===== src/rtl/dmem_arbiter.sv =====
// Round-robin arbiter sharing the single-port data memory between the CPU (port 0)
// and the DMA/debug loader (port 1): arbitrate, access, registered completion.
module dmem_arbiter #(
   parameter int AW    = 32,
   parameter int DW    = 32,
   parameter int IDX_W = 5
) (
   input  logic          Clock,
   input  logic          Reset,
   input  logic          req0,
   input  logic          req1,
   input  logic          we0,
   input  logic          we1,
   input  logic [AW-1:0] addr0,
   input  logic [AW-1:0] addr1,
   input  logic [DW-1:0] wdata0,
   input  logic [DW-1:0] wdata1,
   output logic          ack0,
   output logic          ack1,
   output logic          done0,
   output logic          done1,
   output logic          err0,
   output logic          err1,
   output logic [DW-1:0] rdata0,
   output logic [DW-1:0] rdata1,
   output logic          mem_write,
   output logic          mem_read,
   output logic [AW-1:0] mem_addr,
   output logic [DW-1:0] mem_datain,
   input  logic [DW-1:0] mem_dataout
);

   // state  | meaning
   // IDLE   | access stage empty, no memory cycle this clock
   // ACCESS | access stage holds an accepted command, memory driven this clock
   typedef enum logic {IDLE, ACCESS} state_t;

   state_t        state;
   logic          last;
   logic          st_port;
   logic          st_we;
   logic [AW-1:0] st_addr;
   logic [DW-1:0] st_wdata;
   logic          accept;
   logic          range_ok;
   logic          in_access;

   // On a tie the port that did not win last time gets the grant.
   assign ack0   = ~Reset & req0 & (~req1 | last);
   assign ack1   = ~Reset & req1 & (~req0 | ~last);
   assign accept = ack0 | ack1;

   assign in_access = (state == ACCESS);
   assign range_ok  = (st_addr[AW-1:IDX_W+2] == '0);

   assign mem_addr   = st_addr;
   assign mem_datain = st_wdata;
   assign mem_write  = in_access & st_we & range_ok & ~Reset;
   assign mem_read   = in_access & ~st_we & range_ok;

   always_ff @(posedge Clock) begin
      if (Reset) begin
         state    <= IDLE;
         last     <= 1'b1;
         st_port  <= 1'b0;
         st_we    <= 1'b0;
         st_addr  <= '0;
         st_wdata <= '0;
         done0    <= 1'b0;
         done1    <= 1'b0;
         err0     <= 1'b0;
         err1     <= 1'b0;
         rdata0   <= '0;
         rdata1   <= '0;
      end else begin
         state <= accept ? ACCESS : IDLE;
         if (accept) begin
            last     <= ack1;
            st_port  <= ack1;
            st_we    <= ack1 ? we1 : we0;
            st_addr  <= ack1 ? addr1 : addr0;
            st_wdata <= ack1 ? wdata1 : wdata0;
         end
         done0 <= in_access & ~st_port;
         done1 <= in_access & st_port;
         err0  <= in_access & ~st_port & ~range_ok;
         err1  <= in_access & st_port & ~range_ok;
         if (mem_read & ~st_port) rdata0 <= mem_dataout;
         if (mem_read & st_port)  rdata1 <= mem_dataout;
      end
   end

endmodule

===== config.mk =====
export PLATFORM = sky130hd
export DESIGN_NAME = dmem_arbiter
export DESIGN_NICKNAME = d
export VERILOG_FILES = /design/src/rtl/dmem_arbiter.sv
export SDC_FILE = /design/constraint.sdc
export NUM_CORES = 1
export LEC_CHECK = 0
export CELL_PAD_IN_SITES_DETAIL_PLACEMENT = 0
export CELL_PAD_IN_SITES_GLOBAL_PLACEMENT = 1
export CORE_ASPECT_RATIO = 0.75
export CORE_MARGIN = 1.5
export CORE_UTILIZATION = 31
export CTS_BUF_LIST = sky130_fd_sc_hd__clkbuf_8
export DETAILED_ROUTE_END_ITERATION = 10
export GPL_TIMING_DRIVEN = 0
export PLACE_DENSITY_LB_ADDON = 0.1
export SYNTH_ARGS = -nofsm -noshare
export SYNTH_HDL_FRONTEND = slang
export SYNTH_SLANG_ARGS = --single-unit
export TNS_END_PERCENT = 10

===== constraint.sdc =====
create_clock -name Clock -period 3 [get_ports Clock]
set_clock_uncertainty 0.2 [all_clocks]
set_input_delay 0.75 -clock Clock [delete_from_list [all_inputs] [get_ports Clock]]
set_output_delay 0.75 -clock Clock [all_outputs]
set_load 0.1 [all_outputs]

==> Word-level counts from Yosys, hierarchy flattened <==
Cells that the tools add are included.
{ "classes": {"muxes": 4, "bitwise": 25, "reduce_logical": 1} }
{ "ops": {"columns": ["operator", "n"], "rows": [
  ["$mux W32", 2],
  ["$logic_not A25 Y1", 1],
  ["$and A1 B1 Y1", 15],
  ["$not A1 Y1", 7],
  ["$or A1 B1 Y1", 3],
  ["$mux W1", 2]
]} }
{ "word_totals": {"ff_bits": 136, "out_inout_bits": 136} }

==> Depth between registers and ports, before layout <==
{ "logic_depth": {"word_depth": 5, "depth_mapped": 8, "ltp_nobuf": 4} }

==> Worst setup path after synthesis <==
No wires, ideal clock.
{ "synth_timing": {"path_kind": "flip-flop to output port", "start": "register st_addr[12] (netlist: mem_addr[12])", "end": "output port mem_write", "arrival_ns": 2.430, "required_time_ns": 2.050, "setup_slack_ns": -0.380, "path_stages_with_launch": 6, "path_buffers": 1, "path_cell_list": "dfxtp_1 > nor4_1 > nand4_1 > clkbuf_1 > nor2_1 > and4b_1"} }
{ "synth_between": {"elab_chain_cells": 3} }
{ "synth_lines": {"columns": ["element", "line_no", "source"], "rows": [
  ["start: declaration", "42", "logic [AW-1:0] st_addr;"],
  ["start signal: assignment", "81", "st_addr <= ack1 ? addr1 : addr0;"],
  ["$logic_not A25 Y1", "54", "assign range_ok = (st_addr[AW-1:IDX_W+2] == '0);"],
  ["$and A1 B1 Y1 (2 in series)", "58", "assign mem_write = in_access & st_we & range_ok & ~Reset;"],
  ["end: declaration", "26", "output logic mem_write,"]
]} }
No other way between the ends.

==> Final worst setup path <==
Same ends and word-level chain as after synthesis.

==> metrics.md <==
| Metric | Value |
|---|---|
| CTS clk-pin slew, worst paths | `approximately 0.07 ns` |
| Vias per Instance | `roughly 5.0` |
| Dpl ws | `-1.16 ns` |
| Total number of vias | `6065` |
| Synth Instances | `637` |
| Slowest stage cell, crit path | `dfxtp_2` |
| Register area share after synthesis | `a little under half` |
| Synthesized area | `5690 um2` |
| First drt pass iteration count | `4` |
| Netlist cell types | `27` |
| Die W | `around 160 um` |
| Routed len/inst | `about 18 um` |
| I/O pin total | `302` |
| Period utilization | `between 90% and 100%` |
| R2r endpoint | `rdata1[21]$_SDFFE_PP0P_` |
| Critical Path End Type | `primary output` |
| Initial drt markers | `347` |
| Die ar. | `around 19000 um2` |
| Routed Antenna Nets | `0` |
| Hold depth | `2` |
| Mean Syn Cell Area | `8.94 um2` |
| Drc violations | `0` |
| Layout cell share with drive strength beyond 1 | `under 10%` |
| Clock Latency Late Sink | `~0.45 ns` |
| Commonest cells after routing, fill and taps aside | `276 x clkdlybuf4s50_1, 131 x dfxtp_1, 79 x a21oi_1` |
| Slew @ Worst Pin | `around 1 ns` |
| Final worst slack | `approximately 0.0024 ns` |
| CTS sink cnt | `136` |
| Status | `complete, no violations` |
| Vias in the first global route | `approximately 6.1k` |
| Post-route insts no fill | `around 1.2k` |
| Setup violators final | `0` |
| Cell Chain, Critical Path | `nor4_4, nand4_1, clkbuf_8, nor2_4, and4b_4, buf_12` |
| Arrival time at the worst endpoint | `2.05 ns` |
| Crit path max fanout | `3` |
| Leak Pwr | `between 0.003 and 0.004 uW` |
| Total gr overflow | `0` |
| Post-synth EDFFs | `0` |
| CTS HTree Levels | `4` |
| Global-route wire length before repair | `33800 um` |
| Min-Delay Path Class | `reg -> reg` |
| Highest clock rate | `334 MHz` |
| CP max stage delay | `roughly 0.34 ns` |
| Gpl congestion | `about 0.88` |
| Diode count | `0` |
| FF-to-FF setup slack | `between 0.8 and 0.9 ns` |
| Final WL | `roughly 22000 um` |
| Initial core utilization | `between 30% and 40%` |
| Root buffer cell | `clkbuf_8` |
| Pwr Total | `between 4000 and 5000 uW` |
| VDD IR max | `~0.25 mV` |
| Number of port buffers | `between 200 and 300` |
| Final Hold Viols | `0` |
| # rows | `42` |
| Dpl cell area | `9000 um2` |
| Critical Path RT | `approximately 2 ns` |
| FILL cells | `approximately 1.7k` |
| Global-route usage over all layers | `22.9%` |
| Worst reg2reg startpoint | `mem_addr[12]$_SDFFE_PP0P_` |
| CTS buffer count | `17` |
| CP Launch Type | `flop` |
| Synth warn | `0` |
| RSZ-0062 raised after global routing | `true` |
| # hold bufs at CTS | `0` |
| Hold Path End | `rdata0[3]$_SDFFE_PP0P_` |
| Tmin final | `3.00 ns` |
| Largest net degree at the start of global routing | `17` |
| TritonCTS clock tree | `built` |
| Placed Cells | `1178` |
| Fin nets | `~1.1k` |
| Initial antenna violation count | `0` |
| Pwr/cell area | `507 nW/um2` |
| Relative slew margins | `31.4%` |
| MaxCap Viol Count | `0` |
| Detail Placement HPWL | `about 17000 um` |
| Die height | `between 100 and 150 um` |
| Core Region | `17800 um2` |
| Area grow syn2layout | `67.4%` |
| Dominant synthesized flop cell | `dfxtp_1` |
| Hold path startpoint | `rdata0[3]$_SDFFE_PP0P_` |
| Max Root-Sink Buffers | `2` |
| Post-synth net total | `about 800` |
| Most common cell after layout, fill and taps aside | `clkdlybuf4s50_1` |
| Fraction of registers with async set/reset | `0%` |
| Fin area | `9530 um2` |
| Reg2reg path depth | `7` |
| Post-synthesis register bit count | `~140` |
| Kind of critical path | `reg -> out` |
| Max-slew violation count | `0` |
## Yosys cell counts, types with 2 or more instances
cell,n,share of area (%)
o21ai_0,65,5.7
a21oi_1,79,6.9
nand3_1,65,5.7
nor2b_1,2,0.22
dfxtp_1,136,48
nor3b_1,2,0.26
nand4_1,3,0.33
a211oi_1,65,8.6
clkbuf_1,39,2.6
nor4_2,2,0.44
nor2_1,67,4.4
inv_1,8,0.53
buf_12,4,1.4
and3b_1,4,0.62
nor4_1,3,0.33
and4_1,3,0.46
buf_4,10,1.3
buf_2,13,1.1
nand2b_1,2,0.22
mux2i_1,58,10
## worst max path at each step
stage | startpoint | to | cells past startpoint
final | mem_addr[12]$_SDFFE_PP0P_ | mem_write | 6
after CTS | mem_addr[14]$_SDFFE_PP0P_ | mem_write | 6
after global placement | req1 | ack0 | 7
after global routing | mem_addr[9]$_SDFFE_PP0P_ | mem_write | 6
after detailed placement | req1 | ack0 | 7
after floorplan | mem_addr[12]$_SDFFE_PP0P_ | mem_write | 5
## cell type report
class	instances	area (um2)	area share [%]
tap	242	303	3.18
buffer	66	378	3.96
clock inverter	12	125	1.31
clock buffer	19	262	2.74
sequential	136	2730	28.7
timing repair buffer	303	3050	32.0
multi-input combinational	426	2650	27.8
inverter	8	30.0	0.315
## logic make-up (layout without fill, tap and decap cells)
group	after synthesis	count (layout)	share of synthesized area, %
compound gates	210	210	21.4
simple gates	158	158	13.6
flops	136	136	47.8
buf+inv	75	408	7.03
mux	58	58	10.2
## critical path: cells and delay by family, from the launching register on
family / cells / cell delay (ns)
and+or+nand+nor: 4 / 0.90
DFF: 1 / 0.34
buffers and inverters: 2 / 0.36
## per-stage QoR
stage / setup TNS [ns] / util [%] / hold slack (ns)
2_1_floorplan: -0.0338 / - / 0.261
3_3_place_gp: -4.12 / 50.5 / 0.258
3_5_place_dp: -4.19 / 50.5 / 0.263
4_1_cts: -0.0814 / 53.2 / 0.278
5_1_grt: -0.183 / 53.5 / 0.299
6_report: 0 / 53.5 / 0.278
## metal layers
layer,part of all wire (%),up-vias,global-route usage (%)
met4,1.8,0,8.31
met5,0,-,0
met2,45,249,36.2
met3,7.8,22,6.66
li1,-,2941,-
met1,45,2853,29.6
## power by group
group | switching (uW) | total (uW) | internal (uW)
Combinational | 905 | 1370 | 463
Clock | 738 | 1510 | 775
Sequential | 66.4 | 1960 | 1890
Total | 1710 | 4840 | 3130
## timing repair
| action | 4_1_cts | 5_1_grt |
|---|---|---|
| gates resized for setup | 63 | 11 |
| pin swaps | 5 | 5 |
| buffers inserted | 1 | 3 |
| endpoints found under the setup margin | 10 | 5 |
## sequential cells by signal, indices dropped and copies added (netlist names)
signal      flops
in_access       1
done0           1
done1           1
err1            1
st_we           1
st_port         1
last            1
mem_datain     32
err0            1
rdata0         32
rdata1         32
mem_addr       32
(Power assumes the default switching activity.)
